[src/rtl/serial_compare.sv]
// serial_compare: bit-serial magnitude comparator, LSB first.
//
// Captures two BITS-wide operands on an accepted start and scans one bit per
// clock. Because later (higher) bits overwrite the running less-than flag, the
// most significant differing bit decides the result. In signed mode the sign
// bit is treated inversely: a set sign bit on A means A is the smaller value.
//
// Ports:
//   clk       - clock, rising edge
//   rst       - asynchronous active-high reset
//   a_i, b_i  - operands, sampled only on an accepted start
//   mode_i    - 0 = unsigned, 1 = two's-complement signed (sampled on start)
//   start_i   - comparison request, honoured only in idle
//   busy_o    - high while a comparison is in flight (run and done cycles)
//   done_o    - one-cycle pulse; results valid from this cycle on
//   less_o    - A < B for the last completed comparison
//   equal_o   - A == B for the last completed comparison
//   greater_o - A > B for the last completed comparison
module serial_compare #(
  parameter int unsigned BITS = 8
) (
  input  logic            clk,
  input  logic            rst,
  input  logic [BITS-1:0] a_i,
  input  logic [BITS-1:0] b_i,
  input  logic            mode_i,
  input  logic            start_i,
  output logic            busy_o,
  output logic            done_o,
  output logic            less_o,
  output logic            equal_o,
  output logic            greater_o
);

  localparam int unsigned CntW = (BITS > 1) ? $clog2(BITS) : 1;
  localparam logic [CntW-1:0] LastCnt = CntW'(BITS - 1);

  typedef enum logic [1:0] {
    StIdle,
    StRun,
    StDone
  } state_e;

  state_e          state_q;
  logic [BITS-1:0] sa_q, sb_q;
  logic            mode_q;
  logic [CntW-1:0] cnt_q;
  logic            lt_q, eq_q;
  logic            busy_q, done_q, less_q, equal_q, greater_q;

  logic a_bit, b_bit, bit_diff, msb;
  logic lt_d, eq_d;

  // Per-bit step of the scan; used by the run state below.
  always_comb begin
    a_bit    = sa_q[0];
    b_bit    = sb_q[0];
    bit_diff = a_bit ^ b_bit;
    msb      = (cnt_q == LastCnt);
    lt_d     = lt_q;
    if (bit_diff) begin
      // On the sign bit a set A bit means A is negative, hence smaller.
      lt_d = (msb && mode_q) ? a_bit : b_bit;
    end
    eq_d = eq_q & ~bit_diff;
  end

  always_ff @(posedge clk or posedge rst) begin
    if (rst) begin
      state_q   <= StIdle;
      sa_q      <= '0;
      sb_q      <= '0;
      mode_q    <= 1'b0;
      cnt_q     <= '0;
      lt_q      <= 1'b0;
      eq_q      <= 1'b0;
      busy_q    <= 1'b0;
      done_q    <= 1'b0;
      less_q    <= 1'b0;
      equal_q   <= 1'b0;
      greater_q <= 1'b0;
    end else begin
      unique case (state_q)
        StIdle: begin
          done_q <= 1'b0;
          if (start_i) begin
            sa_q    <= a_i;
            sb_q    <= b_i;
            mode_q  <= mode_i;
            lt_q    <= 1'b0;
            eq_q    <= 1'b1;
            cnt_q   <= '0;
            busy_q  <= 1'b1;
            state_q <= StRun;
          end
        end
        StRun: begin
          sa_q  <= sa_q >> 1;
          sb_q  <= sb_q >> 1;
          cnt_q <= cnt_q + 1'b1;
          lt_q  <= lt_d;
          eq_q  <= eq_d;
          if (msb) begin
            // Results change only here, so they hold until the next done.
            less_q    <= lt_d;
            equal_q   <= eq_d;
            greater_q <= ~lt_d & ~eq_d;
            done_q    <= 1'b1;
            state_q   <= StDone;
          end
        end
        StDone: begin
          done_q  <= 1'b0;
          busy_q  <= 1'b0;
          state_q <= StIdle;
        end
        default: begin
          done_q  <= 1'b0;
          busy_q  <= 1'b0;
          state_q <= StIdle;
        end
      endcase
    end
  end

  assign busy_o    = busy_q;
  assign done_o    = done_q;
  assign less_o    = less_q;
  assign equal_o   = equal_q;
  assign greater_o = greater_q;

endmodule
[config.mk]
export PLATFORM = sky130hd
export DESIGN_NAME = serial_compare
export DESIGN_NICKNAME = d
export VERILOG_FILES = /design/src/rtl/serial_compare.sv
export SDC_FILE = /design/constraint.sdc
export NUM_CORES = 1
export LEC_CHECK = 0
export ABC_AREA = 1
export CAP_MARGIN = 20
export CORE_MARGIN = 10
export CORE_UTILIZATION = 47
export CTS_CLUSTER_SIZE = 8
export DETAILED_ROUTE_END_ITERATION = 10
export MAX_ROUTING_LAYER = met4
export PLACE_DENSITY = 0.79
export SLEW_MARGIN = 20
export SYNTH_ARGS = -nofsm -noshare
export SYNTH_HDL_FRONTEND = slang
export SYNTH_SLANG_ARGS = --single-unit
[constraint.sdc]
create_clock -name clk -period 1.5 [get_ports clk]
set_input_delay 0.3 -clock clk [delete_from_list [all_inputs] [get_ports clk]]
set_output_delay 0.3 -clock clk [all_outputs]
set_load 0.1 [all_outputs]
==> metrics.txt <==
reg2reg start=cnt_q[0]; Slew Limit Fails=0; post-route cell area=1720 µm²; CTS HTree Levels=2; DP HPWL=2060 µm; leading area contributor after synthesis=dfrtp_1; post-layout min period=1.35 ns; R2R cell count=8; post-route ant nets=0; Mean Syn Cell Area=9.17 µm²; num ports=25; CTS Buffer Depth=2; Clock Power Share=0.118; Cells after Synth=146; area delta synth->final=28.1%; Synth async-reset ratio=1.00; outcome=finished, final reports clean; ant diodes=0; port bufs=24; YS warnings=0; initial antenna violation count=0; nets=197; share of power burned in registers=0.363; Lkg Pwr=0.795 nW; vias in the first global route=1,117; max cap viols=0; Vias/cell=5.15; CP Class=reg2reg; CP Capture Type=flip-flop; launch point of the critical path=cnt_q[0]; worst path required time=1.74 ns; cts bufs inserted=5; area of the die=5380 µm²; fin crit share=0.898; critical path arrival=1.58 ns; sw frac=0.457; Worst R2R Setup Slack=0.15 ns; Pwr Total=3.94 mW; fin worst setup slack=0.153 ns; critical path fanouts, max=5; chip height=73.4 µm; CTS tree=done; most frequent cells after synthesis=nand2_1, dfrtp_1, o21ai_0; P_sw=1.80 mW; Comb pwr share=0.519; # DRC=0; post-CTS setup buffers=0; Peak VDD IR=2.02 mV; row cnt=19; post-synthesis sequential area ratio=0.542; final setup fails=0; min-delay worst type=in2async; Routed WL=2750 µm; Max Clock Skew=0.0103 ns; Vias=1,067; area post-placement=1660 µm²; global-route wire length before repair=4840 µm; startpoint types=flip-flop; Total GRT Usage=0.116; Slew HR=0.707; Net Count, Synth=168; Post-Place Worst Slack=-0.0324 ns; most common cell in the netlist=nand2_1; GRT overflow=0; post-synth top area share=0.542; Clock Sinks=29; Die X-Extent=73.4 µm; Synth Cell Area=1340 µm²; Max Clk Rate=0.742 GHz; drt wl/cell=13.3 µm; PD cells=2300 nW/µm²; core area=2730 µm²; Fin. Hold Viols=0; Root Buffer=clkbuf_4; Internal Power=2.14 mW; layout cells sized above 1=0.193; Area contributors post-synth=dfrtp_1, nand2_1, o21ai_0, nor2_1, o21ai_2; library cells used by synthesis=22; clk slew on worst S/H paths=0.10 ns; Setup crit end=greater_o; latest clock arrival within the worst-skew pair=0.33 ns; RSZ-0062 raised after global routing=no; Initial Util=0.490; routability congestion estimate=0.767; pin count of the biggest net entering global routing=30; reg2reg end=greater_o; ys flop type=dfrtp_1; drt pass-1 iters=4; 1st-iter DRT viols=26; number of synthesized flops with an enable pin=0; number of synthesized register bits=29; worst-margin pin slew=0.438 ns
==> state kept, by name, indices dropped and copies added (netlist names) <==
| name | count |
|---|---|
| sa_q | 8 |
| greater_o | 1 |
| state_q | 2 |
| sb_q | 8 |
| cnt_q | 3 |
| done_o | 1 |
| less_o | 1 |
| mode_q | 1 |
| lt_q | 1 |
| eq_q | 1 |
| busy_o | 1 |
| equal_o | 1 |
==> cells by family after synthesis <==
group	after synthesis	share of synthesized area
buf+inv	15	0.0664
flops	29	0.542
simple gates	64	0.200
compound gates	36	0.173
fa+ha+maj	2	0.0187
==> critical path, cell delays in order, from the launching register on <==
cell and delay, ns:
dfrtp_1 0.42, ha_1 0.21, ha_2 0.21, nand3_1 0.09
nand3_1 0.07, nand2_1 0.09, nand2_1 0.07, nand2_1 0.06
inv_1 0.03
==> area by class of cell <==
class | count | area [µm²]
fill | 235 | 1020
clock buffer | 5 | 37.5
inverter | 9 | 33.8
clock inverter | 3 | 17.5
multi-input combinational | 102 | 529
tap | 31 | 38.8
sequential | 29 | 726
timing repair buffer | 28 | 333
==> worst min path at each step <==
| stage | to | slack [ns] | cells after the start |
|---|---|---|---|
| after floorplan | busy_o | 0.38 | 1 |
| after global placement | sa_q[7] | 0.47 | 2 |
| after detailed placement | lt_q | 0.47 | 2 |
| after CTS | sa_q[3] | 0.31 | 3 |
| after global routing | state_q[0] | 0.34 | 3 |
| final | sa_q[3] | 0.32 | 3 |
==> layer usage <==
| metal | part of all wire | vias up | global-route usage |
|---|---|---|---|
| li1 | - | 531 | - |
| met1 | 0.47 | 504 | 0.130 |
| met2 | 0.46 | 25 | 0.178 |
| met3 | 0.054 | 7 | 0.0511 |
| met4 | 0.016 | 0 | 0.0455 |
| met5 | 0 | - | - |
==> layout by cell type, fill, tap and decap left out <==
cell type / count
a21oi_1: 1
a21oi_2: 1
a22o_1: 2
buf_12: 6
buf_4: 3
clkbuf_4: 5
clkdlybuf4s50_1: 19
clkinv_2: 2
clkinvlp_4: 1
dfrtp_1: 29
ha_1: 1
ha_2: 1
inv_1: 7
inv_2: 2
nand2_1: 36
nand2_2: 2
nand2_4: 1
nand3_1: 6
nor2_1: 17
nor2_2: 1
nor2_4: 1
o21a_1: 1
o21ai_0: 21
o21ai_1: 2
o21ai_2: 6
o22ai_2: 2
==> power by group through the flow <==
stage / logic (mW) / clock network, mW / registers (mW)
after floorplan: 1.09 / 0 / 1.81
after global placement: 2.00 / 0 / 1.42
after detailed placement: 2.06 / 0 / 1.44
after CTS: 2.06 / 0.482 / 1.43
after global routing: 2.25 / 0.519 / 1.48
final: 2.05 / 0.463 / 1.43
==> repair_timing <==
item,4_1_cts,5_1_grt
setup endpoints to repair,0,2
hold buffers,0,0
hold endpoints to repair,0,0
gates resized for setup,0,2
==> through the flow <==
step,hold WS [ns],util,setup TNS [ns],cells
2_1_floorplan,0.378,-,0,146
3_3_place_gp,0.467,0.605,0,199
3_5_place_dp,0.474,0.605,-0.0324,199
4_1_cts,0.314,0.626,0,207
5_1_grt,0.342,0.627,0,207
6_report,0.319,0.627,0,207
Note: power is estimated with default switching activity, not from simulation.
